$ cat config.mk
export PLATFORM = sky130hd
export DESIGN_NAME = reg_file_flat
export DESIGN_NICKNAME = d
export VERILOG_FILES = /design/src/rtl/reg_file_if.sv /design/src/rtl/reg_file.sv /design/src/flat_wrapper.sv
export SDC_FILE = /design/constraint.sdc
export NUM_CORES = 2
export LEC_CHECK = 0
export CORE_MARGIN = 1
export CORE_UTILIZATION = 50
export CTS_CLUSTER_SIZE = 16
export DETAILED_ROUTE_END_ITERATION = 10
export HOLD_SLACK_MARGIN = 0.08
export PLACE_DENSITY = 0.69
export SLEW_MARGIN = 20
export SYNTH_ARGS = -nofsm -noshare
export SYNTH_HDL_FRONTEND = slang
export SYNTH_SLANG_ARGS = --single-unit
$ cat constraint.sdc
create_clock -name Clock -period 3.21 [get_ports Clock]
set_clock_uncertainty 0.05 [all_clocks]
set_input_delay 0.4815 -clock Clock [delete_from_list [all_inputs] [get_ports Clock]]
set_output_delay 0.4815 -clock Clock [all_outputs]
set_load 0.01 [all_outputs]
$ cat src/rtl/reg_file_if.sv
// rtl/reg_file_if.sv - bundled write-back, read and issue signals for reg_file
//
// Purpose: groups every non-clock/reset signal of reg_file so the pipeline
//   and the register file share one connection.
// Signals:
//   Wreg, rd, Wdata         write-back port (enable, index, data)
//   rs1, rs2                source indices of the issuing instruction
//   use_rs1, use_rs2        issuing instruction actually reads rs1 / rs2
//   issue_valid             an instruction requests issue this cycle
//   issue_wreg, issue_rd    issuing instruction writes register issue_rd
//   flush                   drop all pending-write tracking
//   rdata1, rdata2          read data for rs1 / rs2 (combinational)
//   stall                   issue blocked this cycle
//   pending_any             some register still has an outstanding write
// Modports: master drives requests (pipeline side), slave is reg_file.
interface reg_file_if #(parameter int XLEN = 32);
  logic            Wreg;
  logic [4:0]      rd;
  logic [XLEN-1:0] Wdata;
  logic [4:0]      rs1;
  logic [4:0]      rs2;
  logic            use_rs1;
  logic            use_rs2;
  logic            issue_valid;
  logic            issue_wreg;
  logic [4:0]      issue_rd;
  logic            flush;
  logic [XLEN-1:0] rdata1;
  logic [XLEN-1:0] rdata2;
  logic            stall;
  logic            pending_any;

  modport master (
    output Wreg, rd, Wdata, rs1, rs2, use_rs1, use_rs2,
           issue_valid, issue_wreg, issue_rd, flush,
    input  rdata1, rdata2, stall, pending_any
  );

  modport slave (
    input  Wreg, rd, Wdata, rs1, rs2, use_rs1, use_rs2,
           issue_valid, issue_wreg, issue_rd, flush,
    output rdata1, rdata2, stall, pending_any
  );
endinterface

$ cat src/rtl/reg_file.sv
// rtl/reg_file.sv - register file with write-through bypass and pending-write scoreboard
//
// Purpose: NREG x XLEN architectural registers (index 0 hard-wired to zero),
//   two combinational read ports that bypass the same-cycle write-back, and
//   a 2-bit per-register count of in-flight writes used to stall issue on
//   read-after-write hazards and on counter saturation.
// Ports:
//   Clock   rising-edge clock for all state
//   nReset  asynchronous active-low reset (clears registers and counters)
//   bus     reg_file_if.slave: write-back, read, issue and flush signals
module reg_file #(
  parameter int XLEN = 32,
  parameter int NREG = 32
) (
  input logic        Clock,
  input logic        nReset,
  reg_file_if.slave  bus
);

  logic [XLEN-1:0] regs [NREG];
  logic [1:0]      pend [NREG];

  logic       retire;
  logic       issue_fire;
  logic [1:0] pend_rs1;
  logic [1:0] pend_rs2;
  logic [1:0] pend_rd;
  logic       hazard1;
  logic       hazard2;
  logic       dest_full;
  logic       any;

  assign retire   = bus.Wreg && (bus.rd != 5'd0);
  assign pend_rs1 = pend[bus.rs1];
  assign pend_rs2 = pend[bus.rs2];
  assign pend_rd  = pend[bus.issue_rd];

  // Read ports: a write-back in flight this cycle is forwarded directly.
  always_comb begin
    bus.rdata1 = '0;
    if (bus.rs1 != 5'd0)
      bus.rdata1 = (retire && bus.rd == bus.rs1) ? bus.Wdata : regs[bus.rs1];
  end

  always_comb begin
    bus.rdata2 = '0;
    if (bus.rs2 != 5'd0)
      bus.rdata2 = (retire && bus.rd == bus.rs2) ? bus.Wdata : regs[bus.rs2];
  end

  // The last outstanding write retiring this cycle is already visible via
  // the bypass, so it does not block the reader.
  assign hazard1 = bus.use_rs1 && (bus.rs1 != 5'd0) && (pend_rs1 != 2'd0) &&
                   !(retire && bus.rd == bus.rs1 && pend_rs1 == 2'd1);
  assign hazard2 = bus.use_rs2 && (bus.rs2 != 5'd0) && (pend_rs2 != 2'd0) &&
                   !(retire && bus.rd == bus.rs2 && pend_rs2 == 2'd1);

  // A saturated counter cannot take another outstanding write.
  assign dest_full = bus.issue_wreg && (bus.issue_rd != 5'd0) && (pend_rd == 2'd3);

  assign bus.stall  = bus.issue_valid && !bus.flush && (hazard1 || hazard2 || dest_full);
  assign issue_fire = bus.issue_valid && !bus.stall && bus.issue_wreg &&
                      (bus.issue_rd != 5'd0);

  always_ff @(posedge Clock or negedge nReset) begin
    if (!nReset) begin
      for (int r = 0; r < NREG; r++) begin
        regs[r] <= '0;
        pend[r] <= 2'd0;
      end
    end else begin
      if (retire)
        regs[bus.rd] <= bus.Wdata;
      // pend[0] is never touched here and so stays at its reset value of 0.
      for (int r = 1; r < NREG; r++) begin
        if (bus.flush)
          pend[r] <= 2'd0;
        else if (issue_fire && bus.issue_rd == 5'(r) && !(retire && bus.rd == 5'(r)))
          pend[r] <= pend[r] + 2'd1;
        else if (retire && bus.rd == 5'(r) && !(issue_fire && bus.issue_rd == 5'(r)) &&
                 pend[r] != 2'd0)
          pend[r] <= pend[r] - 2'd1;
      end
    end
  end

  always_comb begin
    any = 1'b0;
    for (int r = 1; r < NREG; r++)
      any = any | (pend[r] != 2'd0);
  end
  assign bus.pending_any = any;

  // Saturation is prevented by dest_full; this guards that reasoning.
  pend_no_overflow: assert property (@(posedge Clock) disable iff (!nReset)
    !(issue_fire && !bus.flush && !(retire && bus.rd == bus.issue_rd) && pend_rd == 2'd3));

endmodule

$ cat src/flat_wrapper.sv
// flat-port wrapper written by rule: the top's interface ports become plain ports
module reg_file_flat 
#(
  parameter int XLEN = 32,
  parameter int NREG = 32
)
  (Clock, nReset, bus_Wreg, bus_rd, bus_Wdata, bus_rs1, bus_rs2, bus_use_rs1, bus_use_rs2, bus_issue_valid, bus_issue_wreg, bus_issue_rd, bus_flush, bus_rdata1, bus_rdata2, bus_stall, bus_pending_any);
  reg_file_if #(.XLEN(XLEN)) bus_i ();
  input logic Clock;
  input logic nReset;
  input wire logic [$bits(bus_i.Wreg)-1:0] bus_Wreg;
  input wire logic [$bits(bus_i.rd)-1:0] bus_rd;
  input wire logic [$bits(bus_i.Wdata)-1:0] bus_Wdata;
  input wire logic [$bits(bus_i.rs1)-1:0] bus_rs1;
  input wire logic [$bits(bus_i.rs2)-1:0] bus_rs2;
  input wire logic [$bits(bus_i.use_rs1)-1:0] bus_use_rs1;
  input wire logic [$bits(bus_i.use_rs2)-1:0] bus_use_rs2;
  input wire logic [$bits(bus_i.issue_valid)-1:0] bus_issue_valid;
  input wire logic [$bits(bus_i.issue_wreg)-1:0] bus_issue_wreg;
  input wire logic [$bits(bus_i.issue_rd)-1:0] bus_issue_rd;
  input wire logic [$bits(bus_i.flush)-1:0] bus_flush;
  output wire logic [$bits(bus_i.rdata1)-1:0] bus_rdata1;
  output wire logic [$bits(bus_i.rdata2)-1:0] bus_rdata2;
  output wire logic [$bits(bus_i.stall)-1:0] bus_stall;
  output wire logic [$bits(bus_i.pending_any)-1:0] bus_pending_any;
  assign bus_i.Wreg = bus_Wreg;
  assign bus_i.rd = bus_rd;
  assign bus_i.Wdata = bus_Wdata;
  assign bus_i.rs1 = bus_rs1;
  assign bus_i.rs2 = bus_rs2;
  assign bus_i.use_rs1 = bus_use_rs1;
  assign bus_i.use_rs2 = bus_use_rs2;
  assign bus_i.issue_valid = bus_issue_valid;
  assign bus_i.issue_wreg = bus_issue_wreg;
  assign bus_i.issue_rd = bus_issue_rd;
  assign bus_i.flush = bus_flush;
  assign bus_rdata1 = bus_i.rdata1;
  assign bus_rdata2 = bus_i.rdata2;
  assign bus_stall = bus_i.stall;
  assign bus_pending_any = bus_i.pending_any;
  reg_file #(.XLEN(XLEN), .NREG(NREG)) u_core (.Clock(Clock), .nReset(nReset), .bus(bus_i));
endmodule
==> impl_metrics.json <==
{
  "cellPowerDensity_mw_per_mm2": 572,
  "synth-edff-count": 0,
  "antenna_found_initial": 1,
  "async_flop_share_pct": 100,
  "synth_top_cells_by_area": "dfrtp_1, mux4_2, mux2_2",
  "start_util_pct": 50.7,
  "clkLatencyLatePin_ns": 0.73,
  "leakage_nw": 32.2,
  "hpwl_um": 115000,
  "regToRegStartpoint": "u_core.pend[60]",
  "dieArea_sq_mm": 0.122,
  "io_buffers": 125,
  "rr_worst_depth": 11,
  "clk_pin_slew_ns": 0.06,
  "min_period_ns": 3.59,
  "whs_ns": 0.293,
  "grt_pass1_vias": 43300,
  "failed_checks": "setup timing",
  "drt_iter0_markers": 5249,
  "syn_nets": 4542,
  "diodes": 0,
  "fmax_ghz": 0.279,
  "grt_util_all_layers_pct": 32.7,
  "dieHeight_um": 349,
  "numCtsBuffers": 115,
  "reg2reg_slack_ns": 0.10,
  "viasPerCell": 6.68,
  "cts-root-buf": "clkbuf_16",
  "die_w_um": 349,
  "peakVddDrop_mv": 0.448,
  "numClockSinks": 1086,
  "coreArea_sq_mm": 0.119,
  "vias": 43000,
  "tns_ns": -0.851,
  "rsz0062_at_grt": "yes",
  "power_frac_seq_pct": 43.6,
  "synth_cell_types": 65,
  "setup.worst_path.end_class": "output pin",
  "synth_top_area_share_pct": 45.2,
  "drt_pass1_iterations": 8,
  "setup_ws_ns": -0.376,
  "p_clk_share_pct": 33.8,
  "routed_wl_um": 199000,
  "num_rows": 126,
  "clockBufferDepth": 3,
  "switchingPower_mw": 11.3,
  "remaining_drc_errors": 0,
  "final_layout_size_suffix_gt1_share_pct": 48.1,
  "setup_viol": 18,
  "ys_seq_area_share_pct": 45.2,
  "syn_area_per_cell_sq_um": 13.4,
  "cp_top_family": "multiplexers",
  "syn_area_sq_mm": 0.0601,
  "ys.flop_type": "dfrtp_1",
  "htree_num_levels": 3,
  "yosysTopAreaCell": "dfrtp_1",
  "switching_share_pct": 27.6,
  "cap_violations": 0,
  "cts_tree": "done",
  "synth_cells": 4482,
  "slew-limit-headroom_pct": 42.5,
  "ys_top_cells_by_count": "dfrtp_1, nand2_1, mux2_2",
  "slew_viol_final": 0,
  "tightestPinTransition_ns": 0.862,
  "startpoint": "u_core.pend[38]",
  "area_growth_pct": 19.6,
  "ys_warn_count": 2,
  "path_cells": "mux4_2 -> mux2_4 -> a221oi_4 -> nor4b_1 -> a21o_1 -> o31a_1 -> and2_1 -> buf_2",
  "intPower_mw": 29.8,
  "period_share_pct": 112,
  "arrival_ns": 3.05,
  "ys_seq_elements": 1086,
  "slowest_stage": "mux4_2",
  "cpPeakStageDelay_ns": 0.47,
  "crit_fanout": 2,
  "start_kind": "flip-flop",
  "overflow": 0,
  "worstSetupPathType": "reg2out",
  "nets": 4807,
  "wl_per_cell_um": 30.9,
  "path_buf_inv": 1,
  "gp_congestion": 0.923,
  "yosysMostFrequentCell": "dfrtp_1",
  "reg2reg_to": "u_core.pend[13]",
  "total_power_mw": 41.1,
  "grt_first_pass_wirelength_um": 292000,
  "grt_max_degree": 98,
  "hold_violations": 0,
  "boundaryPins": 126,
  "pwr-share-comb_pct": 22.6,
  "status": "complete, but fails checks",
  "ant_nets": 0,
  "required_ns": 2.68,
  "finalCoreUtilization_pct": 60.6,
  "hp-class": "in2async"
}
flip-flops by register name (all words and copies together), names as in the netlist:
register and cells:
u_core.pend 62, u_core.regs 1024
cell families (layout without fill, tap and decap cells):
| kind of cell | after synthesis | count (layout) | synth area share [%] |
|---|---|---|---|
| muxes | 1521 | 1521 | 40.8 |
| and+or+nand+nor | 1165 | 1165 | 8.00 |
| DFF | 1086 | 1086 | 45.2 |
| buffers and inverters | 483 | 840 | 3.20 |
| AOI/OAI and AO/OA | 213 | 213 | 2.55 |
| xor gates and xnor gates | 14 | 14 | 0.204 |
power by group through the flow:
stage	logic (mW)	registers (mW)	clock network [mW]
final	9.28	17.9	13.9
after floorplan	6.25	17.4	0
after global routing	9.86	18.2	14.6
after CTS	9.04	17.8	14.0
after global placement	8.81	17.8	0
after detailed placement	9.01	18.0	0
worst max-delay path by stage:
stage                     depth (start not counted)        endpoint
after CTS                                         8       bus_stall
final                                             8       bus_stall
after global placement                           10       bus_stall
after global routing                              8       bus_stall
after detailed placement                         10   bus_rdata1[7]
after floorplan                                   9  bus_rdata2[10]
final cells by class:
type | count | area (sq um)
fill | 8945 | 46700
multi-input combinational | 2913 | 31700
sequential | 1086 | 27200
timing repair buffer | 620 | 7020
clock buffer | 167 | 3370
tap | 1600 | 2000
clock inverter | 42 | 529
inverter | 11 | 41.3
layout by cell type (no fill, tap or decap), drive strengths merged, types with 5 or more instances in the layout:
cell type,instances
dfrtp,1086
nand2,840
mux2,767
mux4,668
buf,550
clkbuf,188
nor2,151
mux2i,86
a211oi,67
clkdlybuf4s50,46
a21oi,40
and2,35
o21ai,30
nand3,30
nor3,25
nand4,22
clkinv,22
o32ai,21
nor4,18
inv,14
nor2b,11
bufinv,10
xor2,7
xnor2,7
or3,7
clkinvlp,7
o31ai,7
nor3b,6
o211ai,5
a311oi,5
a221oi,5
layer usage:
layer	global-route usage (%)	wire length, um	part of all wire, %
met1	44.4	75900	38
met2	50.7	93200	47
met3	7.92	20400	10
met4	13.5	9230	4.6
met5	0	13	0.0065
per-stage QoR:
| step | setup slack, ns | cells | area [sq um] |
|---|---|---|---|
| final | -0.376 | 6439 | 71900 |
| after global placement | -0.599 | 6162 | 66400 |
| after detailed placement | -0.582 | 6162 | 66400 |
| after floorplan | -0.0174 | 4482 | 60200 |
| after CTS | -0.419 | 6396 | 70800 |
| after global routing | -0.452 | 6439 | 71900 |
timing repair:
action                     4_1_cts  5_1_grt
hold endpoints to repair        27        0
hold buffers                     1        0
setup buffers                   17       26
gates resized for setup        354       68
setup endpoints to repair       66       58
gates cloned                     8       18
pin swaps                       19       27
Power figures use the tool's default switching activity.
